--- src/rtl/fp_accum_driver.sv ---
// Frame accumulator that sums a stream of single-precision floats through an external
// two-operand adder using a load / result_ready / result_ack handshake.
// Optional watchdog on the adder wait: define ACC_TIMEOUT_EN.
module fp_accum_driver #(
  parameter int WIDTH          = 32,
  parameter int CNT_W          = 16,
  parameter int TIMEOUT_CYCLES = 64
) (
  input  logic             clk,
  input  logic             reset,
  input  logic             in_valid,
  output logic             in_ready,
  input  logic [WIDTH-1:0] in_data,
  input  logic             in_last,
  output logic             add_load,
  output logic [WIDTH-1:0] add_num1,
  output logic [WIDTH-1:0] add_num2,
  input  logic [WIDTH-1:0] add_result,
  input  logic             add_result_ready,
  output logic             add_result_ack,
  output logic [WIDTH-1:0] sum_data,
  output logic             sum_valid,
  input  logic             sum_ack,
  output logic [CNT_W-1:0] sum_count,
  output logic             busy,
  output logic             timeout_err
);

  // state | meaning
  // IDLE  | waiting for first element of a frame
  // GETX  | waiting for next element
  // LOAD  | one-cycle request pulse to adder
  // WAIT  | waiting for adder result
  // ACK   | one-cycle acknowledge pulse to adder
  // DONE  | frame sum held until consumer acknowledges
  typedef enum logic [5:0] {
    S_IDLE = 6'b000001,
    S_GETX = 6'b000010,
    S_LOAD = 6'b000100,
    S_WAIT = 6'b001000,
    S_ACK  = 6'b010000,
    S_DONE = 6'b100000
  } state_t;

  state_t           state_q, state_d;
  logic [WIDTH-1:0] acc_q, x_q, num1_q;
  logic [CNT_W-1:0] count_q;
  logic             last_q;
  logic             accept;
  logic             wd_expire;

  assign accept = in_valid & in_ready;

  always_ff @(posedge clk or negedge reset) begin
    if (!reset) state_q <= S_IDLE;
    else        state_q <= state_d;
  end

  always_comb begin
    state_d = state_q;
    case (state_q)
      S_IDLE: if (accept) state_d = in_last ? S_DONE : S_GETX;
      S_GETX: if (accept) state_d = S_LOAD;
      S_LOAD: state_d = S_WAIT;
      S_WAIT: begin
        if (add_result_ready) state_d = S_ACK;
        else if (wd_expire)   state_d = S_IDLE;
      end
      S_ACK:  state_d = last_q ? S_DONE : S_GETX;
      S_DONE: if (sum_ack) state_d = S_IDLE;
      default: state_d = S_IDLE;
    endcase
  end

  always_comb begin
    in_ready       = (state_q == S_IDLE) || (state_q == S_GETX);
    add_load       = (state_q == S_LOAD);
    add_result_ack = (state_q == S_ACK);
    sum_valid      = (state_q == S_DONE);
    busy           = (state_q != S_IDLE);
    sum_data       = (state_q == S_DONE) ? acc_q : '0;
    add_num1       = num1_q;
    add_num2       = x_q;
    sum_count      = count_q;
  end

  // acc is overwritten by the adder result in WAIT, so operand 1 gets its own copy
  // to stay stable until the acknowledge.
  always_ff @(posedge clk or negedge reset) begin
    if (!reset) begin
      acc_q   <= '0;
      x_q     <= '0;
      num1_q  <= '0;
      last_q  <= 1'b0;
      count_q <= '0;
    end else begin
      if (state_q == S_IDLE && accept) begin
        acc_q   <= in_data;
        count_q <= CNT_W'(1);
      end
      if (state_q == S_GETX && accept) begin
        x_q    <= in_data;
        num1_q <= acc_q;
        last_q <= in_last;
        if (count_q != '1) count_q <= count_q + CNT_W'(1);
      end
      if (state_q == S_WAIT && add_result_ready) acc_q <= add_result;
    end
  end

`ifdef ACC_TIMEOUT_EN
  localparam int TW = $clog2(TIMEOUT_CYCLES + 1);
  logic [TW-1:0] wd_q;
  logic          timeout_q;

  assign wd_expire   = (state_q == S_WAIT) && !add_result_ready && (wd_q == '0);
  assign timeout_err = timeout_q;

  always_ff @(posedge clk or negedge reset) begin
    if (!reset) begin
      wd_q      <= '0;
      timeout_q <= 1'b0;
    end else begin
      if (state_q == S_LOAD) wd_q <= TW'(TIMEOUT_CYCLES - 1);
      else if (state_q == S_WAIT && wd_q != '0) wd_q <= wd_q - TW'(1);
      if (wd_expire) timeout_q <= 1'b1;
    end
  end
`else
  assign wd_expire   = 1'b0;
  assign timeout_err = 1'b0;
`endif

endmodule

--- config.mk ---
export PLATFORM = sky130hd
export DESIGN_NAME = fp_accum_driver
export DESIGN_NICKNAME = d
export VERILOG_FILES = /design/src/rtl/fp_accum_driver.sv
export SDC_FILE = /design/constraint.sdc
export NUM_CORES = 1
export LEC_CHECK = 0
export ABC_AREA = 1
export BUFFER_PORTS_ARGS = -buffer_cell sky130_fd_sc_hd__buf_2
export CELL_PAD_IN_SITES_DETAIL_PLACEMENT = 0
export CELL_PAD_IN_SITES_GLOBAL_PLACEMENT = 2
export CORE_ASPECT_RATIO = 1.1
export CORE_UTILIZATION = 28
export CTS_BUF_LIST = sky130_fd_sc_hd__clkbuf_8 sky130_fd_sc_hd__clkbuf_16
export DETAILED_ROUTE_END_ITERATION = 10
export PLACE_DENSITY_LB_ADDON = 0.1
export SYNTH_ARGS = -nofsm -noshare
export SYNTH_HDL_FRONTEND = slang
export SYNTH_SLANG_ARGS = --single-unit
export TNS_END_PERCENT = 100
--- constraint.sdc ---
create_clock -name clk -period 1.59 [get_ports clk]
set_input_delay 0.318 -clock clk [delete_from_list [all_inputs] [get_ports clk]]
set_output_delay 0.318 -clock clk [all_outputs]
set_load 0.01 [all_outputs]
==> run summary <==
DP HPWL: 13.1 mm
largest net degree at the start of global routing: 51
RSZ-0062 raised after global routing: true
Final Hold Fails: 0
CTS max path bufs: 2
post-synthesis sequential area ratio: 54.2%
Leakage: 0.00448 uW
Worst slew margin: 66.2%
R2R Setup Slk: -0.22 ns
Syn Inst Count: 651
Synth cell types: 35
post-route DRC violation count: 0
Core Region: 19200 um2
max-slew violation count: 0
drt pass-1 iters: 4
Die Footprint: 20200 um2
syn_area_per_cell: 8.44 um2
fmax: 512 MHz
number of flops mapped to enable cells by yosys: 0
clk slew on worst S/H paths: 0.06 ns
Post-DRT Antenna Nets: 0
violations in the final reports: setup timing
Netlist Area Pre-Place: 5490 um2
n_diodes: 0
Die H: 149 um
yosys warns: 0
Crit path arrival time: 1.63 ns
post-route setup TNS: -24.69 ns
Worst VDD drop: 764 uV
max_cap viols: 0
Power Dens Cells: 1810 nW/um2
routed vias/inst: 4.56
Tmin final: 1.95 ns
dpl cells: 1110
vias in the first global route: 5129
initial DRC count: 203
fin crit share: 123%
initial antenna violation count: 0
crit start category: flip-flop
H-tree levels: 4
WS Path Type: reg -> out
worst hold path class: in -> reg
GPL Wtd Cong: 0.795
Congestion Overflow GR: 0
Net Count, Synth: 722
final number of setup-violating endpoints: 153
layout cells sized above 1: 43.4%
synthesized flop and latch total: 119
outcome: finished with violations
Nets: 983
CTS buffer count: 17
clock insertion delay at the later pin of the skew report: 0.41 ns
worst-path fanout max: 6
top cell type's share of synthesized area: 53.8%
worst-margin pin slew: 0.508 ns
Data required, critical path: 1.27 ns
post-synth top area cell: dfrtp_1
asr flop ratio synth: 100%
Non-Filler Instances: 1172
clock skew: 0.00830 ns
WL final: 19.3 mm
Initial Util: 28.7%
CTS tree: done
first-pass GRT wire length: 28.3 mm
Top FF cell, synth: dfrtp_1
Area contributors post-synth: dfrtp_1 54%, nand2_1 16%, nor2_1 4.6%, inv_1 3.5%, o21ai_1 3.3%
Routed wire per std cell: 16.4 um
CP Capture Type: output pin
I/O Pins: 188
Die Wd: 136 um
Vias: 5340
I/O Buffers: 186
Total Routing Usage GR: 18.6%
clock sinks: 119
clock tree root driver cell: clkbuf_16
Setup WS post-layout: -0.363 ns
Area Overhead vs Synth: 58.5%
Cell Rows: 53
==> worst max-delay path, cell delays in order, from the launching register on <==
cell	delay (ns)
dfrtp_1	0.42
nor2_4	0.14
nand2_2	0.08
inv_4	0.08
nand2_8	0.09
clkbuf_16	0.20
nor2_2	0.08
buf_2	0.13
==> repair_timing <==
action / in CTS / in global routing
pin swaps: 10 / 34
endpoints found under the setup margin: 44 / 153
hold buffers: 1 / 0
gates resized for setup: 31 / 107
setup buffers: 15 / 7
hold endpoints to repair: 23 / 0
gates cloned: 1 / 9
==> kinds of logic (layout without fill, tap and decap cells) <==
group                      count (synthesis)  after routing  synth area share, %
adders and majority gates                  1              1                0.228
xor gates and xnor gates                   9              9                 1.43
and+or+nand+nor                          363            364                 28.7
buffers and inverters                     84            357                 7.22
AOI/OAI and AO/OA                         74             74                 8.09
DFF                                      119            119                 54.2
other                                      1              1               0.0683
==> state kept, by name (all words and copies together) (netlist names) <==
name,cells
acc_q,32
add_num2,32
sum_count,16
state_q,6
last_q,1
add_num1,32
==> power by group <==
group,internal (uW),switching (uW)
Combinational,2950,3760
Clock,2740,1410
Sequential,4290,579
==> through the flow <==
stage               worst slack (ns)  instance area (um2)  total power (uW)  util [%]  hold slack (ns)
floorplan                     0.0272                 5490              7660         -           0.0224
global placement             -0.0707                 7120             10000      37.1            0.321
detailed placement           -0.0666                 7120             10100      37.1            0.322
CTS                           -0.355                 8040             14800      41.9            0.102
global route                  -0.446                 8710             16800      45.4            0.121
finish                        -0.363                 8710             15700      45.4            0.131
==> Yosys cell counts (all sizes together), types with 4 or more instances <==
| master | count |
|---|---|
| o21ai | 40 |
| nand3 | 36 |
| clkbuf | 4 |
| inv | 56 |
| dfrtp | 118 |
| o22ai | 9 |
| o211ai | 24 |
| nand4 | 7 |
| nor2 | 75 |
| nand2 | 240 |
| buf | 24 |
| xor2 | 5 |
| xnor2 | 4 |
==> worst paths after layout <==
check / startpoint / to / depth (start not counted)
setup / recovery: state_q[1]$_DFFE_PN0P_ / sum_data[31] / 7
hold / removal: in_data[17] / add_num2[17]$_DFFE_PN0N_ / 3
setup reg to reg: state_q[4]$_DFFE_PN0P_ / sum_count[7]$_DFF_PN0_ / 9
hold reg to reg: add_num2[11]$_DFFE_PN0N_ / add_num2[11]$_DFFE_PN0N_ / 2
max in group asynchronous: reset / add_num1[28]$_DFFE_PN0N_ / 3
min in group asynchronous: reset / add_num1[8]$_DFFE_PN0N_ / 2
==> final cells by class <==
cell class	instances	area, um2
sequential	119	2980
timing repair buffer	269	2010
clock inverter	12	175
clock buffer	20	467
multi-input combinational	449	2530
inverter	56	228
tap	247	309
fill	1928	10500
==> layer usage <==
metal | vias up | GRT usage [%] | part of all wire [%]
met5 | - | 0 | 0
met4 | 0 | 5.84 | 1.1
met3 | 17 | 3.91 | 3.8
met2 | 127 | 31.3 | 51
met1 | 2593 | 23.8 | 44
li1 | 2603 | - | -
==> cells in the final DEF, fill, tap and decap left out, types with 7 or more instances in the layout <==
master     count
nand3_1       18
o211ai_1      24
buf_4         50
buf_2        171
buf_12        16
o21ai_1       37
o22ai_1        7
dfrtp_1      118
inv_1         50
nor2_4        16
nor2_2        19
nand2_1      209
nand3_2       12
nor2_1        39
buf_6         22
clkbuf_16     24
nand2_2       23
No activity file was read; power rests on OpenSTA's default activity.
